File: src/rtl/calc_pkg.sv
// Shared calculator definitions: encoder FSM states and the chord-to-opcode map
// used by the button encoder and any future decoder users.
package calc_pkg;

    typedef enum logic [1:0] {
        IDLE     = 2'd0,
        ARMED    = 2'd1,
        ISSUE    = 2'd2,
        WAIT_REL = 2'd3
    } state_e;

    typedef logic [2:0] chord_t;   // {c, l, r}
    typedef logic [3:0] opcode_t;

    function automatic opcode_t chord_to_op(input chord_t c);
        case (c)
            3'b000:  return 4'b0010;
            3'b001:  return 4'b0110;
            3'b010:  return 4'b1101;
            3'b011:  return 4'b0111;
            3'b100:  return 4'b0000;
            3'b101:  return 4'b0001;
            3'b110:  return 4'b1001;
            default: return 4'b1010;
        endcase
    endfunction

    // Width of a counter that must hold 0..n, never narrower than one bit.
    function automatic int unsigned cnt_width(input int unsigned n);
        return ($clog2(n + 1) < 1) ? 1 : $clog2(n + 1);
    endfunction

endpackage

File: src/rtl/btn_debounce.sv
// Two-flop synchroniser followed by a debounce counter; the stable output flips
// only after the synchronised input has disagreed for DEBOUNCE_CYCLES cycles.
module btn_debounce
    import calc_pkg::*;
#(
    parameter int unsigned DEBOUNCE_CYCLES = 16
) (
    input  logic clk,
    input  logic rst,
    input  logic btn_i,
    output logic stable_o
);
    localparam int unsigned   CW       = cnt_width(DEBOUNCE_CYCLES);
    localparam logic [CW-1:0] CNT_LAST = CW'(DEBOUNCE_CYCLES - 1);

    logic [1:0]    sync_q;
    logic          stable_q, stable_d;
    logic [CW-1:0] cnt_q, cnt_d;

    // NOTE: every variable gets a default at the top so no path leaves it unassigned (no latch).
    always_comb begin
        stable_d = stable_q;
        cnt_d    = '0;
        if (sync_q[1] != stable_q) begin
            if (cnt_q == CNT_LAST) begin
                stable_d = sync_q[1];
            end else begin
                cnt_d = cnt_q + CW'(1);
            end
        end
    end

    // NOTE: registers use non-blocking assignments so all flops update from pre-edge values.
    always_ff @(posedge clk) begin
        if (rst) begin
            sync_q   <= '0;
            stable_q <= 1'b0;
            cnt_q    <= '0;
        end else begin
            sync_q   <= {sync_q[0], btn_i};
            stable_q <= stable_d;
            cnt_q    <= cnt_d;
        end
    end

    assign stable_o = stable_q;

endmodule

File: src/rtl/calc_btn_encoder.sv
// Debounces chord and enter buttons, accumulates the chord and issues one
// registered alu_op with a single-cycle op_valid per enter press.
module calc_btn_encoder
    import calc_pkg::*;
#(
    parameter int unsigned DEBOUNCE_CYCLES = 16,
    parameter int unsigned TIMEOUT_CYCLES  = 0
) (
    input  logic       clk,
    input  logic       rst,
    input  logic       btnc,
    input  logic       btnl,
    input  logic       btnr,
    input  logic       btnd,
    output logic [3:0] alu_op,
    output logic       op_valid,
    output logic [2:0] chord
);
    localparam int unsigned   TW         = cnt_width(TIMEOUT_CYCLES);
    localparam int unsigned   TMO_LAST_I = (TIMEOUT_CYCLES == 0) ? 0 : TIMEOUT_CYCLES - 1;
    localparam logic [TW-1:0] TMO_LAST   = TW'(TMO_LAST_I);
    localparam bit            TMO_EN     = (TIMEOUT_CYCLES != 0);

    logic [3:0] raw_btn;
    logic [3:0] stable_btn;   // {d, c, l, r}

    assign raw_btn = {btnd, btnc, btnl, btnr};

    for (genvar i = 0; i < 4; i++) begin : g_db
        btn_debounce #(
            .DEBOUNCE_CYCLES(DEBOUNCE_CYCLES)
        ) u_db (
            .clk     (clk),
            .rst     (rst),
            .btn_i   (raw_btn[i]),
            .stable_o(stable_btn[i])
        );
    end

    state_e        state_q, state_d;
    chord_t        chord_q, chord_d;
    opcode_t       alu_op_q, alu_op_d;
    logic          op_valid_q, op_valid_d;
    logic [TW-1:0] tmo_q, tmo_d;
    logic          enter_prev_q;

    chord_t held;
    logic   enter_evt;
    logic   timeout_hit;

    assign held        = stable_btn[2:0];
    assign enter_evt   = stable_btn[3] & ~enter_prev_q;
    assign timeout_hit = TMO_EN && (state_q == ARMED) && (held == '0) && (tmo_q == TMO_LAST);

    always_ff @(posedge clk) begin
        if (rst) state_q <= IDLE;
        else     state_q <= state_d;
    end

    always_comb begin
        state_d = state_q;
        case (state_q)
            IDLE: begin
                if (enter_evt)          state_d = ISSUE;
                else if (held != '0)    state_d = ARMED;
            end
            ARMED: begin
                if (enter_evt)          state_d = ISSUE;
                else if (timeout_hit)   state_d = IDLE;
            end
            ISSUE:                      state_d = WAIT_REL;
            default: begin
                if (stable_btn == '0)   state_d = IDLE;
            end
        endcase
    end

    // The opcode is captured on the edge that enters ISSUE, so op_valid is high
    // exactly while the FSM sits in ISSUE.
    always_comb begin
        chord_d    = chord_q;
        alu_op_d   = alu_op_q;
        op_valid_d = 1'b0;
        tmo_d      = '0;
        if (state_q == IDLE || state_q == ARMED) begin
            if (enter_evt) begin
                alu_op_d   = chord_to_op(chord_q | held);
                op_valid_d = 1'b1;
                chord_d    = '0;
            end else if (timeout_hit) begin
                chord_d = '0;
            end else begin
                chord_d = chord_q | held;
                if (TMO_EN && state_q == ARMED && held == '0) tmo_d = tmo_q + TW'(1);
            end
        end
    end

    always_ff @(posedge clk) begin
        if (rst) begin
            chord_q      <= '0;
            alu_op_q     <= '0;
            op_valid_q   <= 1'b0;
            tmo_q        <= '0;
            enter_prev_q <= 1'b0;
        end else begin
            chord_q      <= chord_d;
            alu_op_q     <= alu_op_d;
            op_valid_q   <= op_valid_d;
            tmo_q        <= tmo_d;
            enter_prev_q <= stable_btn[3];
        end
    end

    assign alu_op   = alu_op_q;
    assign op_valid = op_valid_q;
    assign chord    = chord_q;

endmodule

File: config.mk
export PLATFORM = sky130hd
export DESIGN_NAME = calc_btn_encoder
export DESIGN_NICKNAME = d
export VERILOG_FILES = /design/src/rtl/calc_pkg.sv /design/src/rtl/btn_debounce.sv /design/src/rtl/calc_btn_encoder.sv
export SDC_FILE = /design/constraint.sdc
export NUM_CORES = 1
export LEC_CHECK = 0
export ABC_CLOCK_PERIOD_IN_PS = 2350
export CAP_MARGIN = 10
export CORE_UTILIZATION = 61
export DETAILED_ROUTE_END_ITERATION = 16
export DONT_BUFFER_PORTS = 1
export GPL_ROUTABILITY_DRIVEN = 0
export PLACE_DENSITY_LB_ADDON = 0.12
export REMOVE_ABC_BUFFERS = 1
export SLEW_MARGIN = 20
export SYNTH_ARGS = -nofsm -noshare
export SYNTH_HDL_FRONTEND = slang
export SYNTH_SLANG_ARGS = --single-unit
File: constraint.sdc
create_clock -name clk -period 2.35 [get_ports clk]
set_clock_uncertainty 0.1 [all_clocks]
set_input_delay 0.235 -clock clk [delete_from_list [all_inputs] [get_ports clk]]
set_output_delay 0.235 -clock clk [all_outputs]
set_load 0.1 [all_outputs]
==> qor.csv <==
metric,value,unit
status,"finished, final reports clean",
maxCapViolCount,0,
rsz0062_at_grt,false,
grt_max_degree,25,
vias_per_cell,5.58,
max_freq,539,MHz
cpMostUsedCell,dlygate4sd3_1,
required,2.51,ns
dp.final_hpwl,2.04,mm
hold_depth,2,
antenna-diode-count,0,
syn2layout_area_growth,11.4,%
min-delay-start,rst,
worstMarginPinSlew,0.874,ns
p_leak,0.744,nW
grt_pass1_wl,4.77,mm
crit_family,buffers and inverters,
drt-total-wl,3.04,mm
finalSetupViolations,0,
grt_remaining_overflow,0,
synth_top_area_share,50.4,%
pin_count,14,
vias,1233,
mostFrequentLayoutCells,"dfxtp_1 (43), nor2_1 (30), ha_1 (11)",
ys_seq_area_share,50.4,%
r2r_slack,0.53,ns
critPathLaunch,rst,
r2r_start,state_q[0]$_SDFFE_PP0P_,
coreArea,2570,sq um
drt-pass1-iter-count,4,
clk_path_buf_depth,2,
hold_viol,0,
path_cells,"dlygate4sd3_1, nor2b_1, dlygate4sd3_1",
cpMaxStageDelayCell,dlygate4sd3_1,
cp-end-kind,flip-flop,
min_to,g_db[1].u_db.cnt_q[4]$_SDFF_PP0_,
drive_gt1_share,9.95,%
hp-class,in -> reg,
cellPowerDensity,737,nW/um^2
period_share,79.0,%
placed_cells,208,
track_usage,23.9,%
grt_pass1_vias,1166,
final_cells,221,
syn_inst,175,
crit_path_max_incr_delay,1.11,ns
die_h,54.9,microns
synth_top_area_cell,dfxtp_1,
wire_per_inst,13.7,microns
clk_latency,0.36,ns
num_rows,18,
io_buffers,0,
htreeDepth,2,
path_class,in -> reg,
irDropWorstVdd,0.672,mV
synth.area.top_cells,"dfxtp_1 (50%), ha_1 (8.1%), nor2_1 (6.6%), xnor2_1 (4.1%), nor2b_1 (3.7%)",
clk_transition_reported_paths,0.13,ns
max_slew_margin,41.5,%
r2r_end,alu_op[1]$_SDFFE_PP0P_,
critPathMaxFanout,24,
tritoncts,built,
synth_area_per_cell,9.75,sq um
critPathLaunchType,input pin,
period_needed,1.86,ns
cts_sinks,43,
antenna_found_initial,0,
drc,0,
ant_nets,0,
cts_made_buffers,5,
final.setup.tns,0,ns
drt_iter0_markers,22,
root_buffer,clkbuf_4,
slew_violations,0,
post_cts_buffers,0,
ctsHoldBuffers,5,
synth.distinct_cells,29,
final_nets,207,
syn-cell-area,1710,sq um
die_w,54.9,microns
cts_resized,0,
crit_buf_inv,2,
yosys_warnings,0,
reg2regPathDepth,6,
synth.ff_latch_count,43,
final_common_cell,dfxtp_1,
crit_arrival,2.02,ns
die-area,3010,sq um
start_util,66.5,%
worst register-to-register path, delay by kind of cell, from the launching register on:
family | cells | cell delay, ns
fa+ha+maj | 1 | 0.28
simple gates | 2 | 0.58
compound gates | 2 | 0.24
buf+inv | 1 | 0.08
flops | 1 | 0.41
final cells by class:
type,instances,area [sq um]
clock buffers,5,37.5
clock inverters,3,43.8
fillers,186,666
inverters,10,37.5
multi-input cells,117,774
flip-flops and latches,43,861
well taps,30,37.5
repair buffers,13,110
power by group:
group	switching, W	internal [W]	total [W]
logic	0.0000944	0.0000812	0.000176
registers	0.0000143	0.000746	0.000761
clock network	0.000242	0.000224	0.000466
flip-flops by register name, indices dropped and copies added, names as in the netlist:
| register | cells |
|---|---|
| state_q | 2 |
| chord | 3 |
| g_db.u_db.stable_o | 4 |
| op_valid | 1 |
| g_db.u_db.sync_q | 8 |
| g_db.u_db.cnt_q | 20 |
| alu_op | 4 |
| enter_prev_q | 1 |
logic make-up (layout without fill, tap and decap cells):
family / Yosys count / in the layout / synth area share, %
fa+ha+maj: 11 / 11 / 8.06
flops: 43 / 43 / 50.4
buf+inv: 15 / 31 / 4.18
mux: 4 / 4 / 2.35
xor+xnor: 13 / 13 / 6.67
compound gates: 19 / 19 / 8.50
simple gates: 70 / 70 / 19.8
cells in the mapped netlist:
| library cell | number |
|---|---|
| or2_2 | 1 |
| o211ai_1 | 2 |
| a21oi_1 | 7 |
| nor2b_1 | 10 |
| and3_1 | 4 |
| nand3_1 | 4 |
| o311ai_0 | 1 |
| a221oi_4 | 1 |
| a311oi_1 | 1 |
| nor3_1 | 6 |
| and2_1 | 1 |
| or4_4 | 1 |
| o22ai_1 | 1 |
| a21o_1 | 2 |
| o21ai_0 | 2 |
| buf_6 | 2 |
| nand2_1 | 7 |
| o41ai_1 | 1 |
| nand2b_1 | 1 |
| or3_1 | 5 |
| nor2_1 | 30 |
| dfxtp_1 | 43 |
| ha_1 | 11 |
| xor2_1 | 5 |
| xnor2_1 | 8 |
| a2111o_1 | 1 |
| inv_1 | 10 |
| clkbuf_1 | 3 |
| mux2i_1 | 4 |
metal layers:
layer | GRT usage, % | part of all wire, % | up-vias
met1 | 22.3 | 40 | 579
met2 | 44.2 | 54 | 37
met3 | 9.29 | 3.8 | 7
met4 | 12.9 | 1.9 | 0
met5 | 0 | 0 | -
li1 | - | - | 610
per-stage QoR:
stage	util (%)	hold WS (ns)	cell area, sq um	setup slack, ns	power [W]
6_report	74.1	0.0278	1900	0.494	0.00140
5_1_grt	74.1	0.0187	1900	0.428	0.00145
4_1_cts	74.1	0.0171	1900	0.517	0.00140
3_5_place_dp	69.0	0.211	1770	0.580	0.000937
3_3_place_gp	69.0	0.210	1770	0.670	0.000924
2_1_floorplan	-	0.204	1670	0.513	0.000910
how the worst max path moves through the flow:
stage                                                   end  cells after the start  slack (ns)
after floorplan                      alu_op[2]$_SDFFE_PP0P_                      3        0.51
after global placement               alu_op[3]$_SDFFE_PP0P_                      6        0.67
after detailed placement             alu_op[3]$_SDFFE_PP0P_                      6        0.58
after CTS                 g_db[2].u_db.sync_q[0]$_SDFF_PP0_                      3        0.52
after global routing      g_db[2].u_db.sync_q[0]$_SDFF_PP0_                      3        0.43
final                     g_db[2].u_db.sync_q[0]$_SDFF_PP0_                      3        0.49
Note: power is estimated with default switching activity, not from simulation.
